[config.mk]
export PLATFORM = sky130hd
export DESIGN_NAME = prio_rr_arbiter
export DESIGN_NICKNAME = d
export VERILOG_FILES = /design/src/rtl/prio_rr_arbiter.sv
export SDC_FILE = /design/constraint.sdc
export NUM_CORES = 1
export LEC_CHECK = 0
export CAP_MARGIN = 30
export CORE_MARGIN = 2
export CORE_UTILIZATION = 50
export DETAILED_ROUTE_END_ITERATION = 12
export MAX_ROUTING_LAYER = met4
export PLACE_DENSITY_LB_ADDON = 0.05
export SYNTH_ARGS = -nofsm -noshare
export SYNTH_HDL_FRONTEND = slang
export SYNTH_SLANG_ARGS = --single-unit
[constraint.sdc]
create_clock -name clk -period 4 [get_ports clk]
set_input_delay 0.6 -clock clk [delete_from_list [all_inputs] [get_ports clk]]
set_output_delay 0.6 -clock clk [all_outputs]
set_load 0.1 [all_outputs]
[src/rtl/prio_rr_arbiter.sv]
// prio_rr_arbiter: registered N-way arbiter with a valid/ready grant handshake.
// Selects either fixed priority (highest index wins) or round-robin at each
// arbitration decision. The grant index and one-hot are held until accepted.
module prio_rr_arbiter #(
    parameter  int N    = 8,
    localparam int IDXW = $clog2(N)
) (
    input  logic            clk,
    input  logic            rst_n,
    input  logic [N-1:0]    req,
    input  logic            rr_mode,
    input  logic            gnt_ready,
    output logic            gnt_valid,
    output logic [IDXW-1:0] gnt_idx,
    output logic [N-1:0]    gnt_onehot
);

    localparam int unsigned NU = N;

    typedef enum logic {
        IDLE  = 1'b0,
        GRANT = 1'b1
    } state_t;

    state_t          state;
    logic [IDXW-1:0] ptr;
    logic [IDXW-1:0] scan_ptr;
    logic [IDXW-1:0] win_idx;
    logic [N-1:0]    win_onehot;
    logic            handshake;
    logic            found;
    int unsigned     cand;

    // On a handshake the just-served index becomes the round-robin pointer
    // for the decision made in that same cycle.
    assign handshake = (state == GRANT) && gnt_ready;
    assign scan_ptr  = handshake ? gnt_idx : ptr;

    // Winner selection: highest set bit, or first set bit scanning down from
    // scan_ptr-1 with wrap, scan_ptr itself checked last.
    always_comb begin
        win_idx    = '0;
        win_onehot = '0;
        found      = 1'b0;
        cand       = 0;
        if (!rr_mode) begin
            for (int unsigned i = 0; i < NU; i++) begin
                if (req[IDXW'(i)]) begin
                    win_idx = IDXW'(i);
                end
            end
        end else begin
            for (int unsigned k = 1; k <= NU; k++) begin
                cand = (32'(scan_ptr) + NU - k) % NU;
                if (!found && req[IDXW'(cand)]) begin
                    win_idx = IDXW'(cand);
                    found   = 1'b1;
                end
            end
        end
        win_onehot[win_idx] = 1'b1;
    end

    // Grant FSM with registered outputs and round-robin pointer.
    always_ff @(posedge clk or negedge rst_n) begin
        if (!rst_n) begin
            state      <= IDLE;
            gnt_valid  <= 1'b0;
            gnt_idx    <= '0;
            gnt_onehot <= '0;
            ptr        <= '0;
        end else begin
            case (state)
                IDLE: begin
                    if (|req) begin
                        state      <= GRANT;
                        gnt_valid  <= 1'b1;
                        gnt_idx    <= win_idx;
                        gnt_onehot <= win_onehot;
                    end
                end
                GRANT: begin
                    if (gnt_ready) begin
                        ptr <= gnt_idx;
                        if (|req) begin
                            gnt_idx    <= win_idx;
                            gnt_onehot <= win_onehot;
                        end else begin
                            state      <= IDLE;
                            gnt_valid  <= 1'b0;
                            gnt_idx    <= '0;
                            gnt_onehot <= '0;
                        end
                    end
                end
                default: begin
                    state      <= IDLE;
                    gnt_valid  <= 1'b0;
                    gnt_idx    <= '0;
                    gnt_onehot <= '0;
                end
            endcase
        end
    end

endmodule

== Word level (Yosys, flattened, before mapping) ==
Index checks and enable logic that the tools add are counted.
Storage, ports and cells
  flip-flop bits (word level): 16
  output and inout bits: 12
  logic and storage cells: 112
Cells by class
  $add $sub $neg: 9
  $lt $le $gt $ge: 10
  eq/ne operators: 3
  multiplexer cells: 64
  bitwise operators: 1
  reductions and logical operators: 20
Operators by type and width (count)
  2-to-1 mux 3 bit: 19
  less-than comparator 3 x 4 -> 1 bit, second input constant: 9
  2-to-1 mux 1 bit: 29
  binary-select mux 1 bit (select 3 bit): 8
  2-to-1 mux 8 bit: 3
  one-hot mux 8 bit (2 select lines): 1
  subtractor 3 bit, second input constant: 4
  logical AND 1 bit: 9
  OR reduction 8 bit: 1
  logical NOT 1 bit: 7
  inequality test 2 bit, second input constant: 3
  one-hot mux 3 bit (2 select lines): 1
  subtractor 3 x 1 -> 3 bit, second input constant: 2
  subtractor 3 x 2 -> 3 bit, second input constant: 2
  one-hot mux 1 bit (2 select lines): 2
  AND reduction 2 bit: 2
  adder 3 x 1 -> 3 bit, second input constant: 1
  demux 1 bit (select 3 bit): 1
  >= comparator 3 x 1 -> 1 bit, second input constant: 1
  AND reduction 3 bit: 1
  inverter 1 bit: 1

== Depth between registers and ports, before layout ==
Gate-level depths: netlist (run 1).
  depth after elaboration: 43
  depth in mapped cells: 15
  depth with buffers taken out: 12

== Worst setup path after synthesis (run 1) ==
Ideal clock, no wire load.
  kind: flip-flop to flip-flop
  start: reg gnt_idx[1]
  end: reg gnt_onehot[1]
  arrival: 4.144 ns
  data required time: 3.923 ns
  path slack: -0.221 ns
  cell stages (with the launch flop): 13
  path buffers: 1
  clock period less this slack: 4.221 ns
  cells stage by stage: dfrtp_1 > and3_1 > nor2_1 > clkbuf_1 > inv_1 > ha_1 > mux4_2 > or2_1 > a2111o_1 > o2111a_1 > or4b_4 > or2_1 > o21ai_1
On the way
  cells in the longest elaborated chain, start to end: 42
  elaborated cells between the ends (all ways): 72
Ends and longest elaborated chain
  start, declared: RTL line 14  | output logic [IDXW-1:0] gnt_idx,
  start signal, assigned: RTL line 78  | gnt_idx <= win_idx;
  start signal, assigned: RTL line 86  | gnt_idx <= win_idx;
  2-to-1 mux 3 bit (*): RTL line 37  | assign scan_ptr = handshake ? gnt_idx : ptr;
  adder 3 x 1 -> 3 bit (*): RTL line 54  | cand = (32'(scan_ptr) + NU - k) % NU;
  subtractor 3 x 1 -> 3 bit: RTL line 54
  binary-select mux 1 bit (select 3 bit): RTL line 55  | if (!found && req[IDXW'(cand)]) begin
  2-to-1 mux 1 bit (not written as such): RTL line 55
  2-to-1 mux 1 bit: RTL line 55
  2-to-1 mux 1 bit: RTL line 46  | if (!rr_mode) begin
  logical NOT 1 bit: RTL line 55
  [... 26 more ...]
  2-to-1 mux 3 bit (*): RTL line 46
  less-than comparator 3 x 4 -> 1 bit (not written as such) or >= comparator 3 x 1 -> 1 bit (tied branches): RTL line 61  | win_onehot[win_idx] = 1'b1;
  logical AND 1 bit (not written as such): RTL line 61
  2-to-1 mux 1 bit (not written as such): RTL line 61
  demux 1 bit (select 3 bit) (*): RTL line 61
  2-to-1 mux 8 bit: RTL line 85  | if (|req) begin
  2-to-1 mux 8 bit: RTL line 83  | if (gnt_ready) begin
  one-hot mux 8 bit (2 select lines) (*): RTL line 73  | case (state)
  end signal, assigned: RTL line 79  | gnt_onehot <= win_onehot;
  end signal, assigned: RTL line 87  | gnt_onehot <= win_onehot;
  end, declared: RTL line 15  | output logic [N-1:0] gnt_onehot
Every way passes the cells marked *; elsewhere a longest branch is shown, timed or not. The select of a mux whose other input is x is not followed.
A chain may end at the register's enable or synchronous reset.

== Final worst setup path (run 1) ==
  start: in gnt_ready
  end: reg gnt_onehot[1]
On the way
  cells in the longest elaborated chain, start to end: 43
  elaborated cells between the ends (all ways): 75
Ends and longest elaborated chain
  start, declared: RTL line 12  | input logic gnt_ready,
  logical AND 1 bit: RTL line 36  | assign handshake = (state == GRANT) && gnt_ready;
  2-to-1 mux 3 bit: RTL line 37
  adder 3 x 1 -> 3 bit: RTL line 54
  subtractor 3 x 1 -> 3 bit: RTL line 54
  binary-select mux 1 bit (select 3 bit): RTL line 55
  2-to-1 mux 1 bit (not written as such): RTL line 55
  2-to-1 mux 1 bit: RTL line 55
  2-to-1 mux 1 bit: RTL line 46
  [... 27 more ...]
  2-to-1 mux 3 bit: RTL line 46
  less-than comparator 3 x 4 -> 1 bit (not written as such) or >= comparator 3 x 1 -> 1 bit (tied branches): RTL line 61
  logical AND 1 bit (not written as such): RTL line 61
  2-to-1 mux 1 bit (not written as such): RTL line 61
  demux 1 bit (select 3 bit): RTL line 61
  2-to-1 mux 8 bit: RTL line 85
  2-to-1 mux 8 bit: RTL line 83
  one-hot mux 8 bit (2 select lines): RTL line 73
Parallel ways exist; a longest one is shown, timed or not. The select of a mux whose other input is x is not followed.

==> summary.txt, run 1 <==
Status
  • Status: finished, final reports clean

Yosys
  • Syn Area/Cell: 8.09 um^2
  • Synth top area share: 23.1%
  • Distinct cells, synth: 55
  • Syn Nets: 227
  • Register area share after synthesis: 23.1%
  • Leading area contributor after synthesis: dfrtp_1
  • Post-synth ARST share: 100%
  • EDFF count, synth: 0
  • YS warnings: 0
  • Top cells by count, synth: 20 x nand2_1, 18 x nor2_1, 16 x dfrtp_1, 15 x nand3_1, 11 x o21ai_0
  • Top cells by area, synth: dfrtp_1 23%, mux4_2 6.5%, a22o_1 4.6%, nand2_1 4.3%, nand3_1 4.3%
  • Ys flop type: dfrtp_1
  • Count leader, synth: nand2_1
  • Synth Instances: 214
  • Netlist Area Pre-Place: 1730 um^2
  • Synth Register Bits: 16

STA
  • Post-route clock period utilization: 95.3%
  • Final Slew Violations: 0
  • Fin. Hold Viols: 0
  • Worst slew pin tran: 0.970 ns
  • Final setup fails: 0
  • Unrepaired setup endpoints after global routing: false
  • Clock Skews: 0.00458 ns
  • Max Freq: 262 MHz
  • Period minus WS final: 3.81 ns
  • Max_slew headroom: 35.1%
  • Fin Hold WS: 0.493 ns

Clock network
  • Clk sinks: 16
  • H-tree Lvls: 1
  • Clock root cell: clkbuf_4
  • Post-CTS Hold Buffers: 0
  • CTS tree: yes
  • Reg clk slew, reported paths: 0.10 ns
  • # resized after CTS: 1
  • Total CTS buffers: 3
  • Latest clock arrival within the worst-skew pair: 0.30 ns
  • Max clock buf depth: 2
  • Post CTS Setup Buffer Count: 0

Worst setup path
  • Top cell by count, worst path: or2_1
  • Cell chain of the critical path: clkdlybuf4s15_1 > a21boi_0 > nor2_1 > inv_1 > ha_1 > mux4_2 > or2_1 > nand2b_1 > nor3_2 > a2111oi_0 > buf_4 > or4b_4 > or2_1 > o21ai_1
  • CP required: 4.23 ns
  • Max incr delay on CP: 0.52 ns
  • Worst Setup Path Type: in2reg
  • CP startpoint kind: primary input
  • WP data arrival: 4.04 ns
  • Cells on worst reg2reg path: 13
  • Critical path's slowest cell: mux4_2
  • CP max FO: 7
  • Nature of the critical path endpoint: flop

Global route
  • First-pass GRT wire length: 10.0 mm
  • Initial antenna violation count: 0
  • GRT Overall Usage: 32.6%
  • Vias in the first global route: 2043
  • Pin count of the biggest net entering global routing: 17
  • Grt ovf: 0

Job
  • Max_cap viols: 0

Layout
  • Fill cells: 285
  • Ratio of cells with drive above 1 in the final layout: 26.9%
  • # diodes: 0
  • Area delta synth->final: 39.2%
  • Final Cell Area: 2410 um^2
  • Nets: 297

Detailed routing
  • Via density: 6.38
  • WL per Instance: 18.0 um
  • Post-route antenna net violation count: 0
  • WL final: 5.92 mm
  • Number of DRC markers in iteration 0: 221
  • DRC: 0
  • Pre-Repair DR Iteration Count: 5
  • Via count: 2099

Die
  • Core area: 3340 um^2
  • Initial core utilization: 51.9%
  • Die height: 62.9 um
  • Die W: 62.9 um
  • Std cell rows: 21
  • Die area: 3950 um^2
  • Num ports: 24

Place
  • Dpl hpwl: 4.75 mm
  • Port-buffer cells: 23
  • Gpl congestion: 0.991
  • Dpl cell area: 2360 um^2

Power
  • Sequential fraction of design power: 12.8%
  • Power share of the clock group: 5.3%
  • Net Switching: 1.13 mW
  • Internal power: 0.989 mW
  • Logic pwr share: 81.9%
  • Leakage: 1.06 nW
  • Power Density: 880 nW/um^2
  • Total power: 2.12 mW
  • Sw Ratio: 53.4%
  • Worst IR Drop VDD: 0.000453 V

Worst hold path
  • Hold WC Path Type: reg2reg
  • Worst Hold Path Cells: 2
## placed cells by master, fill, tap and decap left out, types with 6 or more instances in the layout
cell / n
nand2_1: 20
o21ai_0: 11
nand3_1: 15
nor2_1: 18
clkdlybuf4s50_1: 22
and3_1: 6
a22o_1: 9
dfrtp_1: 14
and2_1: 7
a21oi_1: 8
buf_4: 49
## power groups by stage
| stage | registers, mW | clock network, mW | logic [mW] |
|---|---|---|---|
| 2_1_floorplan | 0.588 | 0 | 0.765 |
| 3_3_place_gp | 0.270 | 0 | 1.67 |
| 3_5_place_dp | 0.272 | 0 | 1.69 |
| 4_1_cts | 0.271 | 0.111 | 1.70 |
| 5_1_grt | 0.278 | 0.117 | 1.85 |
| 6_report | 0.272 | 0.112 | 1.74 |
## flip-flops by register name, indices dropped and copies added, names as in the netlist
signal / flops
ptr: 3
state: 1
gnt_valid: 1
gnt_idx: 3
gnt_onehot: 8
## logic make-up (layout without fill, tap and decap cells)
| kind of cell | Yosys count | count (layout) | share of synthesized area [%] |
|---|---|---|---|
| compound gates | 69 | 69 | 29.3 |
| xor+xnor | 5 | 5 | 2.53 |
| fa+ha+maj | 1 | 1 | 0.722 |
| buf+inv | 14 | 83 | 3.97 |
| flops | 16 | 16 | 23.1 |
| mux | 13 | 13 | 11.3 |
| simple gates | 96 | 96 | 29.0 |
## area by class of cell
type                            count  area (um^2)  share of cell area, %
Inverter                            6         22.5                  0.935
Tap cell                           46         57.6                   2.39
Sequential cell                    16          403                   16.7
Multi-Input combinational cell    184         1270                   52.8
Clock buffer                        4         36.3                   1.51
Timing Repair Buffer               73          618                   25.6
## routing by layer
layer | wire, um | GRT usage [%] | up-vias | part of all wire, %
met5 | 0 | - | - | 0
met4 | 169 | 11.4 | 0 | 2.9
met3 | 315 | 1.62 | 18 | 5.3
met2 | 2890 | 56.0 | 98 | 49
met1 | 2540 | 40.9 | 1023 | 43
li1 | - | - | 960 | -
## worst max-delay path, delay by kind of cell
| kind | cells | cell delay (ns) |
|---|---|---|
| buffers and inverters | 3 | 0.53 |
| adders and majority gates | 1 | 0.32 |
| muxes | 1 | 0.52 |
| and+or+nand+nor | 6 | 1.56 |
| AOI/OAI and AO/OA | 3 | 0.49 |
## metrics by stage
stage | TNS, ns | setup WS (ns) | utilization [%] | cells
3_3_place_gp | -1.51 | -0.252 | 70.8 | 325
6_report | 0 | 0.188 | 72.2 | 329
5_1_grt | 0 | 0.00922 | 72.2 | 329
2_1_floorplan | 0 | 0.0389 | - | 214
4_1_cts | 0 | 0.140 | 71.9 | 329
3_5_place_dp | -3.29 | -0.412 | 70.8 | 325
## worst paths after layout
check	from	to	slack, ns
hold reg to reg	gnt_onehot[3]$_DFFE_PN0P_	gnt_onehot[3]$_DFFE_PN0P_	0.49
max in group asynchronous	rst_n	gnt_idx[1]$_DFFE_PN0P_	2.77
setup / recovery	gnt_ready	gnt_onehot[1]$_DFFE_PN0P_	0.19
min in group asynchronous	rst_n	ptr[0]$_DFFE_PN0N_	0.72
hold / removal	gnt_onehot[3]$_DFFE_PN0P_	gnt_onehot[3]$_DFFE_PN0P_	0.49
setup reg to reg	state$_DFF_PN0_	gnt_onehot[1]$_DFFE_PN0P_	0.29
Power figures use the tool's default switching activity.
==> inputs of run 2 (changes only) <==
Settings changed: CORE_MARGIN 2 to not set, CTS_CLUSTER_SIZE set to 24.
Clock period 4 ns to 3.5 ns, I/O delays scaled along.
==> run 2 against run 1 <==
The flow now finishes with violations (setup timing). Critical path depth grew 2. Wire length rose by 29%. Clock skew rose by 0.0053 ns. Worst hold slack better by 0.037 ns. Power rose by 44%. Non-clock buffer count rose by 31. Core utilization increased by 15 points. Setup slack got worse by 0.25 ns. Combinational power up 50%. Count of clock-buffer cells in the layout unchanged. First-iteration DRC count increased by 37%. Highest routed layer unchanged.
==> summary.txt, run 2 (synthesis results as in run 1) <==
Worst hold path
  • Hold WC Path Type: reg2reg (unchanged)

Clock network
  • Clock root cell: clkbuf_4 (unchanged)
  • Reg clk slew, reported paths: 0.10 ns (about the same)
  • Max clock buf depth: 2 (unchanged)
  • CTS tree: yes (unchanged)
  • Total CTS buffers: 3 (unchanged)
  • Latest clock arrival within the worst-skew pair: 0.31 ns (was 0.30 ns)
  • Clk sinks: 16 (unchanged)
  • H-tree Lvls: 1 (unchanged)

STA
  • Max Freq: 281 MHz
  • Worst Slack Setup Final: -0.0579 ns (was 0.188 ns)
  • Period minus WS final: 3.56 ns
  • Max_slew headroom: 33.3% (was 35.1%)
  • Fin. Hold Viols: 0 (unchanged)
  • Post-route clock period utilization: 102%
  • Final setup fails: 7 (was 0)
  • Fin Hold WS: 0.530 ns (was 0.493 ns)
  • Unrepaired setup endpoints after global routing: true (was false)
  • Final Slew Violations: 0 (unchanged)
  • Worst slew pin tran: 0.997 ns (was 0.970 ns)
  • Clock Skews: 0.00987 ns (was 0.00458 ns)

Die
  • Die W: 60.9 um (was 62.9 um)
  • Die area: 3700 um^2 (was 3950 um^2)
  • Std cell rows: 21 (unchanged)
  • Num ports: 24 (unchanged)
  • Initial core utilization: 51.9% (unchanged)
  • Core area: 3340 um^2 (unchanged)
  • Die height: 60.9 um (was 62.9 um)

Layout
  • Largest regs: gnt_onehot: 8 flops, gnt_idx: 3 flops, ptr: 3 flops (unchanged)
  • Top reg by flops: gnt_onehot (unchanged)
  • Final core utilization: 87.3% (was 72.2%)
  • Multi-input gate area: 1520 um^2 (was 1270 um^2)
  • Nets: 328 (was 297)
  • FF+latch area: 412 um^2 (was 403 um^2)
  • Fill cells: 172 (was 285)
  • Commonest non-fill, non-tap cells in the layout: 75 x buf_4, 22 x clkdlybuf4s50_1, 18 x nand2_1 (was 49 x buf_4, 22 x clkdlybuf4s50_1, 20 x nand2_1)
  • Number of flip-flops in the largest register: 8 (unchanged)
  • Ratio of cells with drive above 1 in the final layout: 45.2% (was 26.9%)
  • Area delta synth->final: 68.3% (was 39.2%)
  • Most common cell after layout, fill and taps aside: buf_4 (unchanged)
  • # diodes: 0 (unchanged)

Worst setup path
  • Nature of the critical path endpoint: flop (unchanged)
  • FF-to-FF Start: state$_DFF_PN0_ (unchanged)
  • CP Capture Point: gnt_idx[2]$_DFFE_PN0P_ (was gnt_onehot[1]$_DFFE_PN0P_)
  • R2R Setup Slk: -0.06 ns (was 0.29 ns)
  • WP data arrival: 3.75 ns (was 4.04 ns)
  • Critical Path Source: state$_DFF_PN0_ (was gnt_ready)
  • CP max FO: 6 (was 7)
  • Worst Setup Path Type: reg2reg (was in2reg)
  • Cells on worst reg2reg path: 16 (was 13)
  • Reg2reg end: gnt_idx[2]$_DFFE_PN0P_ (was gnt_onehot[1]$_DFFE_PN0P_)
  • CP required: 3.70 ns (was 4.23 ns)
  • CP startpoint kind: flop (was primary input)

Global route
  • Grt ovf: 0 (unchanged)
  • Vias in the first global route: 2185 (was 2043)
  • First-pass GRT wire length: 10.4 mm (was 10.0 mm)
  • Initial antenna violation count: 0 (unchanged)
  • GRT Overall Usage: 40.6% (was 32.6%)
  • Pin count of the biggest net entering global routing: 17 (unchanged)

Job
  • Max_cap viols: 0 (unchanged)

Detailed routing
  • Number of DRC markers in iteration 0: 302 (was 221)
  • Post-route antenna net violation count: 0 (unchanged)
  • DRC: 0 (unchanged)
  • Via density: 6.64 (was 6.38)
  • Via count: 2390 (was 2099)
  • WL per Instance: 21.3 um (was 18.0 um)
  • Pre-Repair DR Iteration Count: 8 (was 5)
  • WL final: 7.65 mm (was 5.92 mm)

Power
  • Total power: 3.04 mW (was 2.12 mW)
  • Worst IR Drop VDD: 0.000636 V (was 0.000453 V)
  • Leakage: 1.28 nW (was 1.06 nW)
  • Power Density: 1040 nW/um^2 (was 880 nW/um^2)

Place
  • Dpl hpwl: 5.11 mm (was 4.75 mm)
  • Gpl congestion: 0.953 (was 0.991)
  • Place WS: -0.683 ns (was -0.412 ns)
  • Port-buffer cells: 23 (unchanged)

Status
  • Status: finished with violations (was finished, final reports clean)
  • Failing checks: setup timing
==> run 2: cell count changes in the layout (fill, tap and decap cells not counted), sizes merged <==
cell,previous run,this run
clkdlybuf4s15,1,0
buf,50,82
clkinvlp,0,1
inv,6,5
==> run 2: layout make-up <==
cell class | count | share of cell area (%)
tap | 46 | 1.98
sequential | 16 | 14.1
inverter | 6 | 1.07
clock buffer | 4 | 1.25
multi-input combinational | 184 | 52.2
timing repair buffer | 104 | 29.4
==> run 2: routing by layer <==
metal	routed length [um]	GRT usage, %	part of all wire (%)
met1	2810	45.2	37
met2	3790	64.8	50
met3	588	11.1	7.7
met4	460	23.7	6.0
met5	0	-	0
==> run 2: through the flow <==
step	instance area, um^2	instances	setup TNS (ns)
after floorplan	1800	214	-0.101
after global placement	2580	349	-5.88
after detailed placement	2580	349	-6.72
after CTS	2670	355	0
after global routing	2910	360	-0.904
final	2910	360	-0.300
==> run 2: what timing repair did <==
item	CTS	global route
pin swaps	2	15
hold buffers	0	0
buffers inserted	2	5
gates resized for setup	11	49
setup endpoints to repair	11	10
==> run 2: where the power goes <==
part / switching [mW] / internal, mW
clock network: 0.0645 / 0.0636
logic: 1.47 / 1.13
registers: 0.0553 / 0.255
total: 1.59 / 1.45
==> run 2: how the worst min path moves through the flow <==
stage,slack (ns),endpoint,from,cells past startpoint
after global routing,0.56,gnt_onehot[2]$_DFFE_PN0P_,gnt_onehot[2]$_DFFE_PN0P_,1
after detailed placement,0.47,gnt_onehot[7]$_DFFE_PN0P_,gnt_onehot[7]$_DFFE_PN0P_,2
final,0.53,gnt_onehot[1]$_DFFE_PN0P_,gnt_onehot[1]$_DFFE_PN0P_,2
after CTS,0.52,gnt_onehot[7]$_DFFE_PN0P_,gnt_onehot[7]$_DFFE_PN0P_,2
after global placement,0.47,gnt_onehot[1]$_DFFE_PN0P_,gnt_onehot[1]$_DFFE_PN0P_,2
after floorplan,0.23,gnt_idx[2]$_DFFE_PN0P_,rst_n,0
==> run 2: critical path, cell delays in order (launching register included) <==
cell	delay, ns
dfrtp_2	0.49
buf_6	0.17
buf_4	0.14
a21boi_2	0.16
nor2_1	0.08
buf_6	0.15
clkinvlp_4	0.17
mux2_2	0.39
a21oi_2	0.31
buf_4	0.25
nor3_4	0.07
buf_4	0.13
a31oi_1	0.35
o31ai_4	0.17
buf_4	0.18
a22oi_1	0.13
o21ai_0	0.10
==> inputs of run 3 (changes only) <==
Clock period 3.5 ns to 3.4 ns, I/O delays scaled along.
==> run 3 against run 2 <==
The flow still finishes with violations (setup timing). Combinational power fell by 4%. Setup slack gained 0.021 ns. Global-route usage decreased by 2.7 points. Critical path type unchanged. Largest cell class unchanged.
==> summary.txt, run 3 (synthesis results as in run 1) <==
Die
  • Die W: 60.9 um (unchanged)
  • Num ports: 24 (unchanged)
  • Die height: 60.9 um (unchanged)
  • Core area: 3340 um^2 (unchanged)
  • Std cell rows: 21 (unchanged)
  • Initial core utilization: 51.9% (unchanged)
  • Die area: 3700 um^2 (unchanged)

Worst hold path
  • Hold WC Path Type: reg2reg (unchanged)
  • Worst Hold Path Cells: 2 (unchanged)
  • Worst Hold Launch: gnt_onehot[5]$_DFFE_PN0P_ (was gnt_onehot[1]$_DFFE_PN0P_)
  • Hold Path Sink: gnt_onehot[5]$_DFFE_PN0P_ (was gnt_onehot[1]$_DFFE_PN0P_)

Place
  • Dpl hpwl: 4.83 mm (was 5.11 mm)
  • Port-buffer cells: 23 (unchanged)
  • Dpl cell area: 2560 um^2 (was 2580 um^2)
  • Gpl congestion: 1.01 (was 0.953)

Layout
  • # diodes: 0 (unchanged)
  • Commonest non-fill, non-tap cells in the layout: 78 x buf_4, 21 x clkdlybuf4s50_1, 19 x nand2_1 (was 75 x buf_4, 22 x clkdlybuf4s50_1, 18 x nand2_1)
  • Fill cells: 186 (was 172)
  • Nets: 328 (unchanged)
  • Number of flip-flops in the largest register: 8 (unchanged)
  • Most common cell after layout, fill and taps aside: buf_4 (unchanged)
  • Top reg by flops: gnt_onehot (unchanged)
  • Largest regs: gnt_onehot: 8 flops, gnt_idx: 3 flops, ptr: 3 flops (unchanged)
  • FF+latch area: 410 um^2 (was 412 um^2)
  • Final Cell Area: 2850 um^2 (was 2910 um^2)
  • Area delta synth->final: 64.7% (was 68.3%)
  • Multi-input gate area: 1480 um^2 (was 1520 um^2)
  • Ratio of cells with drive above 1 in the final layout: 44.9% (was 45.2%)

Worst setup path
  • CP required: 3.62 ns (was 3.70 ns)
  • Worst Setup Path Type: reg2reg (unchanged)
  • Reg2reg end: gnt_idx[1]$_DFFE_PN0P_ (was gnt_idx[2]$_DFFE_PN0P_)
  • CP max FO: 5 (was 6)
  • Nature of the critical path endpoint: flop (unchanged)
  • Top cell by count, worst path: buf_4 (unchanged)
  • Cells on worst reg2reg path: 14 (was 16)
  • Critical path's slowest cell: a2111oi_0 (was dfrtp_2)
  • Cell chain of the critical path: and3_4 > nor2_4 > inv_4 > buf_4 > a21o_1 > mux4_2 > buf_4 > a2111oi_0 > buf_4 > o21ai_0 > o311a_1 > a22oi_2 > buf_6 > a22o_1 (was buf_6 > buf_4 > a21boi_2 > nor2_1 > buf_6 > clkinvlp_4 > mux2_2 > a21oi_2 > buf_4 > nor3_4 > buf_4 > a31oi_1 > o31ai_4 > buf_4 > a22oi_1 > o21ai_0)
  • WP data arrival: 3.66 ns (was 3.75 ns)
  • CP startpoint kind: flop (unchanged)
  • FF-to-FF Start: gnt_idx[0]$_DFFE_PN0P_ (was state$_DFF_PN0_)
  • Max incr delay on CP: 0.54 ns (was 0.49 ns)
  • R2R Setup Slk: -0.04 ns (was -0.06 ns)

STA
  • Final Slew Violations: 0 (unchanged)
  • Max Freq: 291 MHz (was 281 MHz)
  • Period minus WS final: 3.44 ns (was 3.56 ns)
  • Fin. Hold Viols: 0 (unchanged)
  • Final setup fails: 10 (was 7)
  • Clock Skews: 0.00417 ns (was 0.00987 ns)
  • Max_slew headroom: 34.5% (was 33.3%)
  • Post-route clock period utilization: 101% (was 102%)
  • Setup TNS: -0.264 ns (was -0.300 ns)
  • Worst slew pin tran: 0.980 ns (was 0.997 ns)
  • Unrepaired setup endpoints after global routing: true (unchanged)
  • Fin Hold WS: 0.503 ns (was 0.530 ns)
  • Worst Slack Setup Final: -0.0372 ns (was -0.0579 ns)

Detailed routing
  • DRC: 0 (unchanged)
  • Pre-Repair DR Iteration Count: 5 (was 8)
  • WL per Instance: 18.9 um (was 21.3 um)
  • Post-route antenna net violation count: 0 (unchanged)
  • WL final: 6.81 mm (was 7.65 mm)
  • Via density: 6.42 (was 6.64)
  • Number of DRC markers in iteration 0: 253 (was 302)
  • Via count: 2311 (was 2390)

Clock network
  • Latest clock arrival within the worst-skew pair: 0.29 ns (was 0.31 ns)
  • Reg clk slew, reported paths: 0.09 ns (was 0.10 ns)
  • Clock root cell: clkbuf_4 (unchanged)
  • CTS tree: yes (unchanged)
  • Clk sinks: 16 (unchanged)
  • Max clock buf depth: 2 (unchanged)
  • Total CTS buffers: 3 (unchanged)
  • H-tree Lvls: 1 (unchanged)

Global route
  • Pin count of the biggest net entering global routing: 17 (unchanged)
  • Vias in the first global route: 2064 (was 2185)
  • Initial antenna violation count: 0 (unchanged)
  • First-pass GRT wire length: 9.86 mm (was 10.4 mm)
  • GRT Overall Usage: 37.9% (was 40.6%)
  • Grt ovf: 0 (unchanged)

Power
  • Power Density: 1040 nW/um^2 (about the same)
  • Worst IR Drop VDD: 0.000746 V (was 0.000636 V)
  • Leakage: 1.28 nW (about the same)

Status
  • Status: finished with violations (unchanged)
  • Failing checks: setup timing (unchanged)

Job
  • Max_cap viols: 0 (unchanged)
run 3: repair_timing:
item | in CTS | in global routing
setup endpoints to repair | 11 | 10
gates resized for setup | 29 | 20
buffers inserted | 7 | 3
pin swaps | 12 | 18
hold buffers | 0 | 0
run 3: area by class of cell:
| type | count | area share [%] |
|---|---|---|
| tap | 46 | 2.02 |
| clock buffer | 4 | 1.27 |
| multi-input combinational | 184 | 51.7 |
| sequential | 16 | 14.4 |
| timing repair buffer | 104 | 29.6 |
| inverter | 6 | 0.965 |
run 3: worst max path at each step:
stage,slack [ns],endpoint,start,cells after the start
final,-0.04,gnt_idx[1]$_DFFE_PN0P_,gnt_idx[0]$_DFFE_PN0P_,14
after global routing,-0.13,gnt_idx[1]$_DFFE_PN0P_,gnt_idx[0]$_DFFE_PN0P_,14
after CTS,0.002,gnt_onehot[3]$_DFFE_PN0P_,gnt_idx[1]$_DFFE_PN0P_,11
after detailed placement,-0.85,gnt_idx[1]$_DFFE_PN0P_,gnt_ready,14
after global placement,-0.73,gnt_onehot[3]$_DFFE_PN0P_,gnt_ready,13
after floorplan,-0.12,gnt_onehot[3]$_DFFE_PN0P_,gnt_idx[1]$_DFFE_PN0P_,12
run 3: per-stage QoR:
step | setup slack (ns) | total power, mW | std cells | utilization [%]
after detailed placement | -0.855 | 2.41 | 346 | 76.7
after global routing | -0.127 | 3.09 | 360 | 85.5
final | -0.0372 | 2.96 | 360 | 85.5
after floorplan | -0.119 | 1.65 | 214 | -
after global placement | -0.728 | 2.36 | 346 | 76.7
after CTS | 0.00185 | 2.74 | 357 | 82.5
run 3: power breakdown:
| part | internal [mW] | switching, mW |
|---|---|---|
| Sequential | 0.262 | 0.0540 |
| Clock | 0.0652 | 0.0615 |
| Combinational | 1.10 | 1.41 |
| Total | 1.43 | 1.53 |
run 3: critical path: cells and delay by family, from the launching register on:
kind	cells	cell delay, ns
compound gates	6	1.33
buf+inv	5	0.74
flops	1	0.51
mux	1	0.47
simple gates	2	0.34
run 3: routing by layer:
layer	share of wire [%]	track usage (%)	wire length [um]
met1	39	46.5	2630
met5	0	-	0
met2	51	64.8	3440
met3	6.8	2.99	463
met4	4.0	14.3	273
